### config.mk
export PLATFORM = sky130hd
export DESIGN_NAME = match_score_engine
export DESIGN_NICKNAME = d
export VERILOG_FILES = /design/src/rtl/match_score_engine.sv
export SDC_FILE = /design/constraint.sdc
export NUM_CORES = 1
export LEC_CHECK = 0
export CELL_PAD_IN_SITES_DETAIL_PLACEMENT = 0
export CELL_PAD_IN_SITES_GLOBAL_PLACEMENT = 1
export CORE_MARGIN = 2
export CORE_UTILIZATION = 44
export CTS_CLUSTER_DIAMETER = 60
export DETAILED_ROUTE_END_ITERATION = 10
export MAX_ROUTING_LAYER = met4
export PLACE_DENSITY_LB_ADDON = 0.12
export REMOVE_ABC_BUFFERS = 1
export SYNTH_ARGS = -nofsm -noshare
export SYNTH_HDL_FRONTEND = slang
export SYNTH_SLANG_ARGS = --single-unit
export TNS_END_PERCENT = 10
### constraint.sdc
create_clock -name iCLK -period 6 [get_ports iCLK]
set_input_delay 1.2 -clock iCLK [delete_from_list [all_inputs] [get_ports iCLK]]
set_output_delay 1.2 -clock iCLK [all_outputs]
set_load 0.01 [all_outputs]
### src/rtl/match_score_engine.sv
// Point/set/match scoreboard for a two-team rally-scored match.
// Tracks points, sets, serve, and the set/match win sequencing.
module match_score_engine #(
  parameter int unsigned PTS_SET     = 25,
  parameter int unsigned PTS_TIE     = 15,
  parameter int unsigned SETS_TO_WIN = 3,
  parameter int unsigned MIN_LEAD    = 2,
  parameter int unsigned PNT_W       = 6,
  parameter int unsigned SET_W       = 2
) (
  input  logic             iCLK,
  input  logic             iRST_N,
  input  logic [1:0]       pnt_inc,
  input  logic [1:0]       pnt_dec,
  input  logic             new_match,
  output logic [PNT_W-1:0] pnt1,
  output logic [PNT_W-1:0] pnt2,
  output logic [SET_W-1:0] set1,
  output logic [SET_W-1:0] set2,
  output logic [2:0]       set_num,
  output logic             serve,
  output logic             set_won,
  output logic             set_winner,
  output logic             match_over,
  output logic             match_winner,
  output logic             conflict
);

  localparam int unsigned PNT_MAX = (1 << PNT_W) - 1;

  typedef enum logic [1:0] {StPlay, StSetEnd, StMatchEnd} state_e;

  state_e           st_q, st_d;
  logic [PNT_W-1:0] pnt1_q, pnt1_d, pnt2_q, pnt2_d;
  logic [SET_W-1:0] set1_q, set1_d, set2_q, set2_d;
  logic [2:0]       set_num_q, set_num_d;
  logic             serve_q, serve_d;
  logic             winner_q, winner_d;
  logic             conflict_q, conflict_d;

  logic [3:0]       req;
  logic             multi;
  int unsigned      target;
  logic [PNT_W-1:0] inc1, inc2;
  logic             win1, win2;
  logic [SET_W-1:0] winner_sets;

  assign req   = {pnt_dec, pnt_inc};
  assign multi = (req & (req - 4'd1)) != 4'd0;

  assign target = (32'(set1_q) == SETS_TO_WIN - 1 && 32'(set2_q) == SETS_TO_WIN - 1) ?
                  PTS_TIE : PTS_SET;

  // Saturating increments; the win test is made on the post-increment value.
  assign inc1 = (pnt1_q == PNT_W'(PNT_MAX)) ? pnt1_q : pnt1_q + 1'b1;
  assign inc2 = (pnt2_q == PNT_W'(PNT_MAX)) ? pnt2_q : pnt2_q + 1'b1;
  assign win1 = (32'(inc1) >= target) && (32'(inc1) >= 32'(pnt2_q) + MIN_LEAD);
  assign win2 = (32'(inc2) >= target) && (32'(inc2) >= 32'(pnt1_q) + MIN_LEAD);

  assign winner_sets = winner_q ? set2_q : set1_q;

  always_ff @(posedge iCLK) begin
    if (!iRST_N) begin
      st_q       <= StPlay;
      pnt1_q     <= '0;
      pnt2_q     <= '0;
      set1_q     <= '0;
      set2_q     <= '0;
      set_num_q  <= 3'd1;
      serve_q    <= 1'b0;
      winner_q   <= 1'b0;
      conflict_q <= 1'b0;
    end else begin
      st_q       <= st_d;
      pnt1_q     <= pnt1_d;
      pnt2_q     <= pnt2_d;
      set1_q     <= set1_d;
      set2_q     <= set2_d;
      set_num_q  <= set_num_d;
      serve_q    <= serve_d;
      winner_q   <= winner_d;
      conflict_q <= conflict_d;
    end
  end

  always_comb begin
    st_d       = st_q;
    pnt1_d     = pnt1_q;
    pnt2_d     = pnt2_q;
    set1_d     = set1_q;
    set2_d     = set2_q;
    set_num_d  = set_num_q;
    serve_d    = serve_q;
    winner_d   = winner_q;
    conflict_d = 1'b0;
    unique case (st_q)
      StPlay: begin
        if (multi) begin
          conflict_d = 1'b1;
        end else begin
          case (req)
            4'b0001: begin
              pnt1_d  = inc1;
              serve_d = 1'b0;
              if (win1) begin
                set1_d   = set1_q + 1'b1;
                winner_d = 1'b0;
                st_d     = StSetEnd;
              end
            end
            4'b0010: begin
              pnt2_d  = inc2;
              serve_d = 1'b1;
              if (win2) begin
                set2_d   = set2_q + 1'b1;
                winner_d = 1'b1;
                st_d     = StSetEnd;
              end
            end
            4'b0100: if (pnt1_q != '0) pnt1_d = pnt1_q - 1'b1;
            4'b1000: if (pnt2_q != '0) pnt2_d = pnt2_q - 1'b1;
            default: ;
          endcase
        end
      end
      StSetEnd: begin
        if (winner_sets == SET_W'(SETS_TO_WIN)) begin
          st_d = StMatchEnd;
        end else begin
          pnt1_d    = '0;
          pnt2_d    = '0;
          set_num_d = set_num_q + 3'd1;
          st_d      = StPlay;
        end
      end
      StMatchEnd: ;
      default: st_d = StPlay;
    endcase
    if (new_match) begin
      st_d       = StPlay;
      pnt1_d     = '0;
      pnt2_d     = '0;
      set1_d     = '0;
      set2_d     = '0;
      set_num_d  = 3'd1;
      serve_d    = 1'b0;
      winner_d   = 1'b0;
      conflict_d = 1'b0;
    end
  end

  always_comb begin
    pnt1         = pnt1_q;
    pnt2         = pnt2_q;
    set1         = set1_q;
    set2         = set2_q;
    set_num      = set_num_q;
    serve        = serve_q;
    set_won      = (st_q == StSetEnd);
    set_winner   = (st_q == StSetEnd) & winner_q;
    match_over   = (st_q == StMatchEnd);
    match_winner = (st_q == StMatchEnd) & winner_q;
    conflict     = conflict_q;
  end

endmodule

==> metrics.md <==
| Metric | Value |
|---|---|
| Outcome | finished, final reports clean |
| Number of global-route vias before repair | 2237 |
| HP Class | flip-flop to flip-flop |
| Tot GR Track Use | 0.230 |
| Period utilization | 0.583 |
| Fmax | 286 MHz |
| Top Layer Used | met4 |
| Setup-failing EPs final | 0 |
| Number of synthesized flops with an enable pin | 0 |
| Post-Route WL | 6.57 mm |
| Clk_lat worst skew | 280 ps |
| Initial DRC count | 102 |
| Pin count of the biggest net entering global routing | 20 |
| CP endpoint kind | primary output |
| Final number of max-transition violations | 0 |
| Final min period | 3500 ps |
| Wire length on met1 | 3.13 mm |
| Initial Utilization | 0.464 |
| Worst EP arrival | 2300 ps |
| DRT antenna net count | 0 |
| Cell Pwr Density | 123 nW/um^2 |
| Final WS setup | 2500 ps |
| Post-synth top cells | ha_1, nor2_1, a21oi_1 |
| Total die area | 6060 um^2 |
| Area Overhead vs Synth | 16.0% |
| Antenna violations before repair | 0 |
| Clk root buf | clkbuf_8 |
| Final hold violations | 0 |
| CTS Sinks | 24 |
| Share of the synthesized area in the top cell type | 0.200 |
| Post-synth cell types | 57 |
| Synth warn | 0 |
| HPWL Detailed | 5.02 mm |
| Util after Layout | 0.538 |
| Layout Cells excl Fill | 403 |
| Part of the Yosys area used for sequential elements | 0.200 |
| Measured slew at the worst slew-check pin | 943 ps |
| Router iterations before antenna repair | 4 |
| Placed cells | 399 |
| Clock-pin slew on the worst setup and hold paths | 100 ps |
| Most common cell in the synthesized netlist | ha_1 |
| Via density | 5.90 |
| Met3 WL | 280 um |
| RSZ-0062 raised after global routing | false |
| Static Leakage | 0.986 nW |
| Critical path class | flip-flop to primary output |
| Placement Setup Slack | 2340 ps |
| Max_cap viols | 0 |
| Synth area leader | dfxtp_1 |
| Share of cells above drive strength 1 | 0.0330 |
| TritonCTS buffer count | 3 |
| Setup TNS | 0 ps |
| Die width | 77.9 um |
| Row Count | 26 |
| Kind of start point of the critical path | flip-flop |
| Max-slew headroom | 0.367 |
| Post-CTS Hold Fix Bufs | 0 |
| Via count | 2377 |
| R2r setup slk | 2760 ps |
| # IOs | 32 |
| Synthesized cell area | 2400 um^2 |
| Core footprint | 5170 um^2 |
| Largest cells by area after synthesis | dfxtp_1, ha_1, a21oi_1 |
| Post-CTS Setup Inserts | 0 |
| CTS tree | built |
| Main flop type after synthesis | dfxtp_1 |
| Syn Inst Count | 317 |
| Avg Cell Area, Syn | 7.57 um^2 |
| Peak supply drop | 0.000127 V |
| Critical Path RT | 4800 ps |
| Post-cts sizing count | 0 |
| Crit-path max FO | 13 |
| H-tree depth | 1 |
| Async set-reset flop share out of synthesis | 0 |
| Global-route wire length before repair | 10.9 mm |
| Met2 wire length | 3.08 mm |
| Setup Skew | 6.85 ps |
| Diodes inserted | 0 |
| Die Y | 77.9 um |
| Layout net count | 370 |
| I/O Buffers | 31 |
| GP Congestion | 0.864 |
| #FFs+latches synth | 24 |
| CTS Buffer Depth | 2 |
| Avg WL per Cell | 16.3 um |
| DRC Markers | 0 |
| Grt total ovfl | 0 |
[critical path, cell delays in order (launching register included)]
cell and delay (ps):
dfxtp_1 540, nand2b_1 280, inv_1 460, and2_1 200
clkdlybuf4s50_1 530
[path summary, 6_finish.rpt]
path | cells past startpoint | end | start
max | 4 | set_winner | st_q[0]
min | 2 | set1[0] | set1[0]
max reg2reg | 10 | set2[1] | pnt2[0]
min reg2reg | 2 | set1[0] | set1[0]
[layout make-up]
cell class	instances	area, um^2
clock buffers	3	41.3
fillers	521	2390
repair buffers	31	310
clock inverters	1	30.0
inverters	16	60.1
multi-input cells	258	1770
well taps	70	87.6
flip-flops and latches	24	480
[registers in the layout (all words and copies together), names as in the netlist]
register and flops:
pnt1 6, pnt2 6, set_num 3, set1 2, set2 2, st_q 2
conflict 1, serve 1, winner_q 1
[through the flow]
stage / total power, W / cell area (um^2) / hold slack (ps)
6_report: 0.000343 / 2780 / 516
5_1_grt: 0.000351 / 2780 / 537
4_1_cts: 0.000344 / 2780 / 511
3_5_place_dp: 0.000195 / 2710 / 489
3_3_place_gp: 0.000195 / 2710 / 491
2_1_floorplan: 0.000182 / 2310 / 504
[cell families (layout without fill, tap and decap cells)]
| logic type | count (synthesis) | count (layout) | synth area share |
|---|---|---|---|
| multiplexers | 2 | 2 | 0.00834 |
| adder cells (fa/ha/maj) | 30 | 30 | 0.155 |
| buffers and inverters | 35 | 51 | 0.0605 |
| XOR/XNOR | 15 | 15 | 0.0547 |
| AO/OA/AOI/OAI | 101 | 101 | 0.288 |
| AND/OR/NAND/NOR | 110 | 110 | 0.233 |
| flip-flops | 24 | 24 | 0.200 |
[cells in the final DEF, fill, tap and decap left out, types with 3 or more instances in the layout]
cell type and count:
a211oi_1 6, o31ai_1 5, o21ai_0 18, dfxtp_1 24, xor2_1 7, clkbuf_8 3, o21a_1 3, a21boi_0 4
ha_1 29, nand2b_1 5, o21bai_1 3, or3_1 4, a21oi_1 25, and2_1 4, nor2_1 26, clkdlybuf4s50_1 31
nor3_1 11, nand3_1 17, xnor2_1 8, o211ai_1 7, a31oi_1 5, nor2b_1 6, nand2_1 21, inv_1 16
and3_1 3
[power by group]
part | total (W) | switching, W | internal (W)
Clock | 0.000152 | 0.0000622 | 0.0000895
Combinational | 0.0000306 | 0.0000179 | 0.0000127
Sequential | 0.000161 | 0.00000114 | 0.000160
[routing by layer]
layer	up-vias	GRT usage
li1	1203	-
met1	1098	0.307
met2	67	0.369
met3	9	0.0291
met4	0	0.0554
met5	-	-
Power figures use the tool's default switching activity.
